$ cat src/rtl/regfile_wb_queue_if.sv
// regfile_wb_queue_if: result inputs, register file write ports and status of the writeback queue
interface regfile_wb_queue_if #(parameter int DEPTH = 8);
  localparam int CW = $clog2(DEPTH) + 1;
  logic          v0, v1, v2;
  logic [5:0]    wa0, wa1, wa2;
  logic [31:0]   wd0, wd1, wd2;
  logic          in_ready;
  logic          we_a, we_b;
  logic [5:0]    addr_a, addr_b;
  logic [31:0]   data_a, data_b;
  logic [CW-1:0] count;
  logic          empty;
  modport master (
    output v0, v1, v2, wa0, wa1, wa2, wd0, wd1, wd2,
    input  in_ready, we_a, we_b, addr_a, addr_b, data_a, data_b, count, empty
  );
  modport slave (
    input  v0, v1, v2, wa0, wa1, wa2, wd0, wd1, wd2,
    output in_ready, we_a, we_b, addr_a, addr_b, data_a, data_b, count, empty
  );
endinterface

$ cat src/rtl/regfile_wb_queue.sv
// regfile_wb_queue: in-order 3-in/2-out writeback buffer feeding a 2-write-port register file
module regfile_wb_queue #(
  parameter int DEPTH = 8
) (
  input logic clk,
  input logic rst_n,
  regfile_wb_queue_if.slave bus
);
  localparam int PW = $clog2(DEPTH);
  localparam int CW = PW + 1;
  logic [5:0]    mem_addr [DEPTH];
  logic [31:0]   mem_data [DEPTH];
  logic [PW-1:0] head, tail, head1, p1, p2;
  logic [CW-1:0] count;
  logic          rdy, acc0, acc1, acc2, we_a, we_b;
  logic [1:0]    pushes, pops;
  // Accept decode, compacted write slots and issue selection; outputs depend on registers and rst_n only
  always_comb begin
    rdy = rst_n & (count <= CW'(DEPTH - 3));
    acc0 = bus.v0 & rdy & (bus.wa0 != 6'd0);
    acc1 = bus.v1 & rdy & (bus.wa1 != 6'd0);
    acc2 = bus.v2 & rdy & (bus.wa2 != 6'd0);
    p1 = tail + PW'(acc0);
    p2 = p1 + PW'(acc1);
    pushes = 2'(acc0) + 2'(acc1) + 2'(acc2);
    head1 = head + PW'(1);
    we_a = rst_n & (count != '0);
    we_b = rst_n & (count >= CW'(2)) & (mem_addr[head1] != mem_addr[head]);
    pops = 2'(we_a) + 2'(we_b);
    bus.in_ready = rdy;
    bus.we_a = we_a;
    bus.we_b = we_b;
    bus.addr_a = we_a ? mem_addr[head] : 6'd0;
    bus.data_a = we_a ? mem_data[head] : 32'd0;
    bus.addr_b = we_b ? mem_addr[head1] : 6'd0;
    bus.data_b = we_b ? mem_data[head1] : 32'd0;
    bus.count = count;
    bus.empty = count == '0;
  end
  // Pointer and occupancy update; reset discards everything pending
  always_ff @(posedge clk) begin
    if (!rst_n) begin
      head <= '0;
      tail <= '0;
      count <= '0;
    end else begin
      head <= head + PW'(pops);
      tail <= p2 + PW'(acc2);
      count <= count + CW'(pushes) - CW'(pops);
    end
  end
  // Storage writes; the in_ready margin guarantees these slots never hold live entries
  always_ff @(posedge clk) begin
    if (acc0) begin
      mem_addr[tail] <= bus.wa0;
      mem_data[tail] <= bus.wd0;
    end
    if (acc1) begin
      mem_addr[p1] <= bus.wa1;
      mem_data[p1] <= bus.wd1;
    end
    if (acc2) begin
      mem_addr[p2] <= bus.wa2;
      mem_data[p2] <= bus.wd2;
    end
  end
endmodule

$ cat src/flat_wrapper.sv
// flat-port wrapper written by rule: the top's interface ports become plain ports
module regfile_wb_queue_flat 
#(
  parameter int DEPTH = 8
)
  (clk, rst_n, bus_v0, bus_v1, bus_v2, bus_wa0, bus_wa1, bus_wa2, bus_wd0, bus_wd1, bus_wd2, bus_in_ready, bus_we_a, bus_we_b, bus_addr_a, bus_addr_b, bus_data_a, bus_data_b, bus_count, bus_empty);
  regfile_wb_queue_if #(.DEPTH(DEPTH)) bus_i ();
  input logic clk;
  input logic rst_n;
  input wire logic [$bits(bus_i.v0)-1:0] bus_v0;
  input wire logic [$bits(bus_i.v1)-1:0] bus_v1;
  input wire logic [$bits(bus_i.v2)-1:0] bus_v2;
  input wire logic [$bits(bus_i.wa0)-1:0] bus_wa0;
  input wire logic [$bits(bus_i.wa1)-1:0] bus_wa1;
  input wire logic [$bits(bus_i.wa2)-1:0] bus_wa2;
  input wire logic [$bits(bus_i.wd0)-1:0] bus_wd0;
  input wire logic [$bits(bus_i.wd1)-1:0] bus_wd1;
  input wire logic [$bits(bus_i.wd2)-1:0] bus_wd2;
  output wire logic [$bits(bus_i.in_ready)-1:0] bus_in_ready;
  output wire logic [$bits(bus_i.we_a)-1:0] bus_we_a;
  output wire logic [$bits(bus_i.we_b)-1:0] bus_we_b;
  output wire logic [$bits(bus_i.addr_a)-1:0] bus_addr_a;
  output wire logic [$bits(bus_i.addr_b)-1:0] bus_addr_b;
  output wire logic [$bits(bus_i.data_a)-1:0] bus_data_a;
  output wire logic [$bits(bus_i.data_b)-1:0] bus_data_b;
  output wire logic [$bits(bus_i.count)-1:0] bus_count;
  output wire logic [$bits(bus_i.empty)-1:0] bus_empty;
  assign bus_i.v0 = bus_v0;
  assign bus_i.v1 = bus_v1;
  assign bus_i.v2 = bus_v2;
  assign bus_i.wa0 = bus_wa0;
  assign bus_i.wa1 = bus_wa1;
  assign bus_i.wa2 = bus_wa2;
  assign bus_i.wd0 = bus_wd0;
  assign bus_i.wd1 = bus_wd1;
  assign bus_i.wd2 = bus_wd2;
  assign bus_in_ready = bus_i.in_ready;
  assign bus_we_a = bus_i.we_a;
  assign bus_we_b = bus_i.we_b;
  assign bus_addr_a = bus_i.addr_a;
  assign bus_addr_b = bus_i.addr_b;
  assign bus_data_a = bus_i.data_a;
  assign bus_data_b = bus_i.data_b;
  assign bus_count = bus_i.count;
  assign bus_empty = bus_i.empty;
  regfile_wb_queue #(.DEPTH(DEPTH)) u_core (.clk(clk), .rst_n(rst_n), .bus(bus_i));
endmodule
$ cat config.mk
export PLATFORM = sky130hd
export DESIGN_NAME = regfile_wb_queue_flat
export DESIGN_NICKNAME = d
export VERILOG_FILES = /design/src/rtl/regfile_wb_queue_if.sv /design/src/rtl/regfile_wb_queue.sv /design/src/flat_wrapper.sv
export SDC_FILE = /design/constraint.sdc
export NUM_CORES = 1
export LEC_CHECK = 0
export CORE_MARGIN = 1.5
export CORE_UTILIZATION = 57
export DETAILED_ROUTE_END_ITERATION = 16
export PLACE_DENSITY = 0.79
export SLEW_MARGIN = 20
export SYNTH_ARGS = -nofsm -noshare
export SYNTH_HDL_FRONTEND = slang
export SYNTH_SLANG_ARGS = --single-unit
$ cat constraint.sdc
create_clock -name clk -period 7.45 [get_ports clk]
set_clock_uncertainty 0.05 [all_clocks]
set_input_delay 0.745 -clock clk [delete_from_list [all_inputs] [get_ports clk]]
set_output_delay 0.745 -clock clk [all_outputs]
set_load 0.05 [all_outputs]
After elaboration in Yosys (flattened, before gate mapping)
Memories as Yosys holds them, arrays and structs flattened. A register that Yosys moved wholly into a read port is not among the register bits. Index checks and enable logic that the tools add are counted.

Input bits: 119. Memory bits (writable): 304. Logic and storage cells: 45. Memories: 2. Output and inout port bits: 84. Register bits: 10.

Muxes and demuxes: 12. Add/sub/neg operators: 10. Order comparisons: 2. Equal/unequal tests: 1. Bitwise logic cells: 10. Reduce and logical (&&, ||, !) cells: 5.

Memories: u_core.mem_data (words 8, bits a word 32, read ports 2, clocked after memory_dff 1, wr ports 3, RTL line regfile_wb_queue.sv:12) `logic [31:0] mem_data [DEPTH];`; u_core.mem_addr (words 8, bits a word 6, read ports 2, clocked after memory_dff 1, wr ports 3, RTL line regfile_wb_queue.sv:11) `logic [5:0] mem_addr [DEPTH];`.

Operators by type and width (number): $mux W32 (2); $reduce_bool A6 Y1 (3); $mux W6 (2); $and A1 B1 Y1 (10); $add A3 B1 Y3 (3); $mux W1 (6); $mux W3 (2); $ne A6 B6 Y1 (1); $add A1 B1 Y2 (2); $add A4 B2 Y4 (1); $ge A4 B2 Y1 const B (1); $le A4 B3 Y1 const B (1); $logic_not A4 Y1 (1); $reduce_bool A4 Y1 (1); $sub A4 B2 Y4 (1); $add A3 B1 Y3 const B (1); $add A3 B2 Y3 (1); $add A2 B1 Y2 (1).

Depth between registers and ports, before layout
Gate-level depths: netlist of run 1.

Depth in word-level cells: 8. Gate-level depth with buffers: 20. Mapped depth without buffers: 16.

Least setup slack after synthesis of run 1
OpenSTA, ideal clock, no wires.

Kind: flip-flop to flip-flop. Start: reg u_core.count[3] (netlist: u_core.bus.count[3]). End: mem u_core.mem_addr[1][0] (enable). Stages on the path, launching flop included: 8. Arrival time: 6840 ps. Period minus slack after synthesis: 7456 ps. Setup time: 566 ps. Path buffers: 0. Path slack: -6 ps. Cell sequence: dfxtp_1 -> inv_1 -> ha_1 -> a221oi_2 -> nand3_1 -> inv_1 -> nand2_1 -> o311ai_0.

RTL lines: start, declared (RTL line regfile_wb_queue.sv:14) `logic [CW-1:0] count;`; start signal, assigned (RTL line regfile_wb_queue.sv:49) `count <= count + CW'(pushes) - CW'(pops);`; end, declared (RTL line regfile_wb_queue.sv:11).

Worst setup path in the final report of run 1
Start: reg u_core.head[0]. End: out bus_data_b[29].

Longest elaborated chain between the ends: 5.

RTL lines: start, declared (RTL line regfile_wb_queue.sv:13) `logic [PW-1:0] head, tail, head1, p1, p2;`; start signal, assigned (RTL line regfile_wb_queue.sv:47) `head <= head + PW'(pops);`; $add A3 B1 Y3 (*) (RTL line regfile_wb_queue.sv:26) `head1 = head + PW'(1);`; $mem_v2 Z8 W6; $ne A6 B6 Y1 (RTL line regfile_wb_queue.sv:28) `we_b = rst_n & (count >= CW'(2)) & (mem_addr[head1] != mem_addr[head]);`; $and A1 B1 Y1 (RTL line regfile_wb_queue.sv:28); $mux W32 (*) (RTL line regfile_wb_queue.sv:36) `bus.data_b = we_b ? mem_data[head1] : 32'd0;`; end, declared (RTL line flat_wrapper.sv:25) `output wire logic [$bits(bus_i.data_b)-1:0] bus_data_b;`.

Mark *: on every way between the ends. The rest lies on a longest branch, timed or not.

==> metrics, run 1 <==
die width=200.5 um; cells along the critical path=buf_4 > mux4_2 > mux2i_1 > xnor2_1 > nor2_1 > o2111a_2 > buf_4 > nor4_1 > clkdlybuf4s50_1; Place WS=1.487 ns; final net count=between 2000 and 2500; Cells after Synth=1987; first-pass GRT wire length=between 100000 and 150000 um; mapped cell area=0.02223 sq mm; GR Util All Layers=32.94%; vias post-DR=17420; status=completed; post-CTS sizing=0; port bufs=202; Tmin final=6.097 ns; FF-to-FF setup slack=1.50 ns; chip height=200.5 um; synthesized area per cell=about 11 sq um; Worst Tran Pin Value=1.111 ns; worst r2r dst=u_core.bus.count[2]; share of layout cells above drive strength 1=~14%; GRT overflow=0; Final Hold Fails=0; period utilization=81.84%; Synth Register Bits=314; min-delay src=u_core.bus.count[2]; hold path cells=5; number of global-route vias before repair=17130; final cell count without fillers=2535; Longest Clk Path Bufs=3; DP Cell Count=2469; Leak=just over 10 nW; First DRT Iteration DRCs=roughly 2200; R2R cell count=17; Critical Path Sink Type=primary output; FF-to-FF Start=u_core.head[0]; Pwr Density=374.4 mW/mm^2; # IOs=around 200; Post-synth EDFFs=a little over 300; warnings from Yosys=0; worst-skew pair later-pin latency=0.54 ns; Setup Buffers After CTS=0; Max Transition Viols Final=0; H-tree levels=2; placed cell area=0.02416 sq mm; TNS Setup=0 ns; post-route ant nets=0; Distinct cells, synth=45; total power=9.490 mW; HPWL after DPL=40180 um; fmax=approximately 160 MHz; Critical Path Most Common Cell=buf_4; CP arrival=5.30 ns; Critical Path Max Stage Delay=0.90 ns; slowest cell on the critical path=buf_4; CP Launch Type=register; sequential share of the synthesized area=41.97%; Core Footprint=between 0.03 and 0.04 sq mm; post-route cell area=0.02535 sq mm; WS Path Type=reg -> out; root buffer cell=clkbuf_16; dominant synthesized flop cell=edfxtp_1; unrepaired setup endpoints after global routing=false; max cap viols=0; ys async rst share=0%; CTS Hold Bufs=0; Synth Net Count=2127; CTS sink count=314; TritonRoute pass-1 iters=6; WL per Instance=26.40 um; synth-to-layout area growth=14.06%; Req. time, crit path=roughly 6.7 ns; slew margin rel.=25.79%; Die Area=0.04018 sq mm; initial antenna violation count=0; gpl congestion=0.8929; starting density of the core=a little under 60%; WHS=roughly 0.8 ns; clock transition at the registers of the reported paths=~0.06 ns; crit path setup slack, layout=about 1.4 ns; peak supply drop=0.0003148 V; drt drc=0; HP Class=reg -> reg; num rows=72; fin util=65.75%; hold path endpoint=u_core.bus.count[3]; CTS tree=built; CP max FO=66; vias per inst=a little under 7; Routed WL=66920 um; pin count of the biggest net entering global routing=78; Setup crit start=u_core.head[0]; CTS Buf Count=37; Setup-failing EPs final=0
cells by family (layout without fill, tap and decap cells):
| group | Yosys count | after routing | share of synthesized area, % |
|---|---|---|---|
| muxes | 558 | 558 | 33.74 |
| other | 0 | 1 | 0 |
| buffers and inverters | 296 | 325 | 5.708 |
| and+or+nand+nor | 455 | 455 | 8.934 |
| xor gates and xnor gates | 19 | 19 | 0.7487 |
| adders and majority gates | 21 | 21 | 1.284 |
| AOI/OAI and AO/OA | 324 | 324 | 7.606 |
| DFF | 314 | 314 | 41.97 |
area by class of cell:
type                            instances  area, sq um
Inverter                               19        71.32
Tap cell                              518        648.1
Clock inverter                         15        151.4
Multi-Input combinational cell       1377        11790
Timing Repair Buffer                  241         2318
Clock buffer                           50         1027
Antenna cell                            1        2.502
Fill cell                            2918        13210
Sequential cell                       314         9338
power breakdown:
part           internal (mW)  switching, mW  total, mW
Clock                   1.07          0.734       1.80
Sequential              2.34          0.247       2.59
Combinational           2.11           2.99       5.10
Total                   5.52           3.97       9.49
critical path: cells and delay by family, from the launching register on:
kind | cells | cell delay [ns]
mux | 2 | 0.83
buf+inv | 3 | 2.14
xor+xnor | 1 | 0.14
compound gates | 1 | 0.17
flops | 1 | 0.84
simple gates | 2 | 0.58
cell usage in the layout, fill, tap and decap left out, types with 5 or more instances in the layout:
master and count:
mux2i_1 405, nor2_1 359, a21oi_1 305, edfxtp_1 304, clkdlybuf4s50_1 202, mux4_2 153
clkbuf_16 39, buf_4 38, nor4_1 30, inv_1 17, ha_1 17, nand3_1 12
nor4_2 10, clkbuf_1 10, xnor2_1 9, xor2_1 9, nand2_1 8, dfxtp_1 7
nand3_2 5, and2_1 5, clkinv_1 5, clkinv_2 5
cells in the mapped netlist (2+ instances only):
cell	n	area (sq um)
o311ai_0	4	35.03
nand3b_1	2	15.01
mux2i_1	405	4054
xnor2_1	9	78.83
nor4_2	10	125.1
nor4_1	30	187.7
clkbuf_1	123	461.7
xor2_1	10	87.58
ha_1	18	225.2
a22oi_1	3	22.52
buf_1	87	326.6
fa_1	3	60.06
inv_1	17	63.81
buf_6	5	56.30
buf_8	2	30.03
dfxtp_1	10	200.2
inv_2	2	7.510
mux4_2	153	3446
buf_2	51	255.2
nand2_1	13	48.80
nor3_1	2	10.01
edfxtp_1	304	9129
a21oi_1	305	1526
nor2_1	359	1348
buf_4	9	67.56
nand4_1	2	12.51
nand3_1	21	105.1
nand4b_1	2	17.52
and2_1	5	31.28
and4_1	4	35.03
a31oi_1	3	18.77
worst max path at each step:
| stage | end | slack [ns] |
|---|---|---|
| after global placement | u_core.bus.count[2] | 1.62 |
| final | bus_data_b[29] | 1.35 |
| after global routing | bus_data_b[31] | 1.07 |
| after CTS | bus_data_b[29] | 1.34 |
| after floorplan | u_core.mem_addr[1][0] | -0.006 |
| after detailed placement | u_core.bus.count[2] | 1.49 |
layer usage:
layer / up-vias / GRT usage, % / wire (um)
met5: - / 0 / 0
met4: 0 / 15.12 / 2937
met3: 244 / 7.127 / 7499
met2: 1235 / 52.91 / 31440
met1: 8512 / 43.12 / 25040
li1: 7433 / - / -
registers in the layout, summed over array words and instances, names as in the netlist:
name	flops
u_core.mem_data	256
u_core.head	3
u_core.bus.count	4
u_core.mem_addr	48
u_core.tail	3
No activity file was read; power rests on OpenSTA's default activity.
==> run 2: changes to the inputs <==
- clock period: 7.45 -> 6.2 ns (I/O delays scaled with it)
==> run 2 against run 1 <==
  * Critical path depth rose by 2
  * Non-clock buffer count rose by 8
  * Clock-buffer cell count fell by 7
  * Wire length rose by 1.2%
  * Clock power rose by 16%
  * Critical path type unchanged
  * Die area did not move
  * Cell area rose by 0.34%
  * Final cell count rose by 0.12%
  * First-iteration DRC count rose by 6.5%
==> metrics, run 2 (synthesized netlist as in run 1, its figures left out) <==
GR Util met3=6.445%; CP Launch Type=register; CTS Hold Bufs=0; starting density of the core=57.64%; period utilization=90.81%; Worst Tran Pin Value=1.079 ns; fin util=65.97%; CTS tree=built; vias per inst=6.841; Req. time, crit path=about 5.5 ns; Longest Clk Path Bufs=3; HP Class=reg -> reg; CP arrival=4.96 ns; share of layout cells above drive strength 1=approximately 14%; root buffer cell=clkbuf_16; HPWL after DPL=40920 um; WL per Instance=26.67 um; drt drc=0; CTS sink count=314; most frequent cells in the layout=mux2i_1 (405), nor2_1 (359), a21oi_1 (305); max cap viols=0; num rows=72; Core Footprint=0.03856 sq mm; Critical Path Sink Type=primary output; status=completed; gpl congestion=0.8836; # IOs=203; First DRT Iteration DRCs=2297; Reg area=0.009338 sq mm; vias post-DR=17360; fmax=about 180 MHz; Top Registers=u_core.mem_data x256, u_core.mem_addr x48, u_core.bus.count x4; Setup-failing EPs final=0; FF-to-FF setup slack=0.97 ns; Final Hold Fails=0; number of flip-flops in the largest register=256; pin count of the biggest net entering global routing=77; final net count=2136; clock transition at the registers of the reported paths=0.06 ns; met1 usage=44.60%; GR Util All Layers=33.62%; unrepaired setup endpoints after global routing=false; Leak=10.37 nW; Tmin final=5.630 ns; GRT busiest layer=met2; area of the multi-input gates=0.01180 sq mm; WHS=0.7993 ns; GRT overflow=0; Max Transition Viols Final=0; WS Path Type=reg -> out; Die Area=approximately 0.04 sq mm; most common cell after layout, fill and taps aside=mux2i_1; post-route cell area=roughly 0.025 sq mm; die width=200.5 um; Routed WL=67690 um; TritonRoute pass-1 iters=6; synth-to-layout area growth=14.45%; worst-skew pair later-pin latency=0.52 ns; number of global-route vias before repair=about 17000; fill cell count=2840; placed cell area=0.02432 sq mm; CP max FO=35; Setup Buffers After CTS=0; Pwr Density=447.9 mW/mm^2; initial antenna violation count=1; port bufs=202; n_diodes=0; slew margin rel.=27.95%; peak supply drop=0.0004466 V; chip height=roughly 200 um; first-pass GRT wire length=around 100000 um; post-CTS sizing=0; GRT met2 Usage=54.76%; post-route ant nets=0; H-tree levels=2; CTS Buf Count=35; Top reg by flops=u_core.mem_data
run 2: changes by cell type in the layout (fill, tap and decap cells not counted), moves of 2 or more:
cell	before	now
clkbuf_1	10	6
clkinvlp_4	0	3
buf_4	38	40
buf_12	0	7
clkbuf_16	39	37
run 2: through the flow:
step           instances  power, mW  setup TNS [ns]  setup slack, ns
2_1_floorplan       1987      7.537         -186.65           -1.256
3_3_place_gp        2477      9.112               0           0.9382
3_5_place_dp        2477      9.271               0           0.8049
4_1_cts             2538      11.34               0           0.5732
5_1_grt             2538      11.82               0           0.4146
6_report            2538      11.39               0           0.5700
run 2: path summary, 6_finish.rpt:
path | from | endpoint | cells past startpoint
setup / recovery | u_core.head[0] | bus_data_b[15] | 11
hold / removal | u_core.bus.count[3] | u_core.bus.count[3] | 5
setup reg to reg | u_core.head[0] | u_core.bus.count[2] | 17
hold reg to reg | u_core.bus.count[3] | u_core.bus.count[3] | 5
run 2: critical path: stages (launching register included):
cell and delay (ns):
dfxtp_4 0.75, ha_4 0.53, buf_4 0.37, mux4_2 0.39
mux2i_1 0.20, xnor2_1 0.15, nor2_1 0.07, o2111a_2 0.17
buf_4 0.25, buf_4 0.28, nor4_1 0.35, clkdlybuf4s50_1 0.89
run 2: power breakdown:
part	switching, mW	total (mW)	internal (mW)
clock	0.865	2.08	1.21
sequential	0.244	3.06	2.81
combinational	3.69	6.26	2.57
run 2: final cells by class:
cell class                      instances  share of cell area, %
Clock buffer                           43                  3.728
Clock inverter                         18                 0.6690
Inverter                               19                 0.2804
Multi-Input combinational cell       1377                  46.38
Sequential cell                       314                  36.71
Tap cell                              518                  2.548
Timing Repair Buffer                  249                  9.680
run 2: per-layer routing:
layer,wire [um],vias to the layer above
li1,-,7432
met1,25060,8448
met2,32090,1276
met3,7883,207
met4,2659,0
met5,0,-
==> run 3: changes to the inputs <==
- CORE_UTILIZATION: 57 -> 54
- CTS_CLUSTER_SIZE: not set -> 30
- clock period: 6.2 -> 4.6 ns (I/O delays scaled with it)
==> run 3 against run 2 <==
  * Register-to-register slack lost 0.71 ns
  * Critical path type unchanged
  * Clock-buffer cell count grew 8
  * Worst hold slack lost 0.093 ns
  * First-iteration DRC count grew 3.4%
  * Flip-flop and latch count is the same
  * Clock power grew 35%
  * Sequential power grew 33%
  * Largest cell class unchanged
  * Sequential share of layout area shrank 1.2 points
==> metrics, run 3 (synthesized netlist as in run 1, its figures left out) <==
status=completed; worst-skew pair later-pin latency=0.52 ns; total power=15.76 mW; n_diodes=0; Critical Path Sink Type=primary output; Critical Path Most Common Cell=buf_4; post-route ant nets=0; hold path endpoint=u_core.tail[0]; Top reg by flops=u_core.mem_data; number of flip-flops in the largest register=256; first-pass GRT wire length=between 100000 and 150000 um; cells along the critical path=ha_4 > buf_4 > mux4_2 > mux2i_1 > xnor2_1 > nor2_1 > o2111a_2 > buf_4 > nor4_1 > buf_4; slowest cell on the critical path=nor4_1; TritonRoute pass-1 iters=6; chip height=205.9 um; CP Launch Type=register; WS Path Type=reg -> out; port bufs=202; number of global-route vias before repair=17310; R2R cell count=16; period utilization=97.82%; gpl congestion=roughly 0.95; Final Hold Fails=0; FF-to-FF Start=u_core.head[1]; Leak=10.85 nW; die width=205.9 um; HP Class=in -> reg; worst r2r dst=u_core.bus.count[1]; CTS tree=built; slew margin rel.=around 23%; peak supply drop=0.0003680 V; hold path cells=3; max cap viols=0; Critical Path Max Stage Delay=0.83 ns; fmax=222.2 MHz; worst path buffer plus inverter count=3; Tmin final=4.500 ns; CTS Buf Count=35; critical path's top delay family=buffers and inverters; fill cell count=2992; most common cell after layout, fill and taps aside=mux2i_1; # IOs=about 200; share of layout cells above drive strength 1=between 10% and 20%; root buffer cell=clkbuf_16; Setup-failing EPs final=0; unrepaired setup endpoints after global routing=false; Max Transition Viols Final=0; final net count=2176; Die Area=roughly 0.042 sq mm; initial antenna violation count=1; synth-to-layout area growth=18.48%; HPWL after DPL=43810 um; min-delay src=rst_n; num rows=74; Req. time, crit path=4.09 ns; Longest Clk Path Bufs=3; FF-to-FF setup slack=0.26 ns; GRT overflow=0; CP max FO=38; Core Footprint=0.04074 sq mm; Top Registers=u_core.mem_data x256, u_core.mem_addr x48, u_core.bus.count x4; TNS Setup=0 ns; First DRT Iteration DRCs=2375; Setup Buffers After CTS=0; Pwr Density=598.3 mW/mm^2; vias post-DR=17650; starting density of the core=between 50% and 60%; vias per inst=6.807; Routed WL=69630 um; Worst Tran Pin Value=~1.2 ns; CTS sink count=314; pin count of the biggest net entering global routing=66; clock transition at the registers of the reported paths=0.07 ns; most frequent cells in the layout=mux2i_1 (405), nor2_1 (359), a21oi_1 (305); H-tree levels=2; drt drc=0; GR Util All Layers=32.71%; WL per Instance=26.85 um; CP arrival=3.99 ns
-- run 3: routing by layer --
metal | track usage [%] | share of wire (%)
met4 | 12.81 | 3.9
met2 | 52.97 | 48
met1 | 44.02 | 36
met5 | 0 | 0.019
met3 | 5.834 | 12
-- run 3: power by group --
part           switching, mW  leakage, nW  total, mW  internal [mW]
logic                   5.10         7.47       8.87           3.77
clock network           1.15        0.539       2.81           1.66
registers              0.282         2.85       4.07           3.79
total                   6.54         10.9       15.8           9.22
-- run 3: layout make-up --
type | instances | area (sq um) | area share (%)
clock buffers | 51 | 988.4 | 3.754
clock inverters | 11 | 126.4 | 0.4799
inverters | 19 | 71.32 | 0.2708
multi-input cells | 1377 | 11920 | 45.27
flip-flops and latches | 314 | 9349 | 35.50
well taps | 532 | 665.6 | 2.528
repair buffers | 289 | 3211 | 12.19
-- run 3: worst max path at each step --
stage | start | end | depth (start not counted) | slack [ns]
after CTS | u_core.head[0] | bus_data_a[15] | 6 | 0.12
after floorplan | u_core.bus.count[3] | u_core.mem_addr[7][0] | 14 | 0.001
after detailed placement | u_core.head[0] | u_core.bus.count[1] | 16 | 0.27
after global routing | u_core.head[1] | bus_data_b[11] | 10 | 0.03
final | u_core.head[1] | bus_data_b[14] | 10 | 0.10
after global placement | u_core.head[1] | u_core.bus.count[1] | 15 | 0.36
-- run 3: through the flow --
stage,utilization (%),setup WS [ns],cell area (sq um),cells,hold slack (ns)
after CTS,64.62,0.1166,26330,2593,0.6907
after floorplan,-,0.001080,22390,1987,0.5309
final,64.64,0.1005,26330,2593,0.7063
after detailed placement,61.88,0.2716,25210,2531,0.7256
after global placement,61.88,0.3620,25210,2531,0.7141
after global routing,64.64,0.03147,26330,2593,0.7209
-- run 3: timing repair --
| action | in CTS | in global routing |
|---|---|---|
| hold buffers | 0 | 0 |
| setup endpoints to repair | 0 | 2 |
| resized for setup | 0 | 1 |
-- run 3: worst reg2reg max path, stage by stage, from the launching register on --
cell and delay [ns]:
dfxtp_4 0.35, ha_4 0.41, buf_4 0.26, mux4_2 0.36
mux2i_1 0.19, xnor2_1 0.14, nor2_1 0.07, o2111a_2 0.15
nor3_4 0.25, ha_1 0.30, ha_1 0.32, fa_1 0.45
inv_1 0.08, ha_1 0.17, inv_1 0.07, fa_2 0.56
nor2_1 0.04
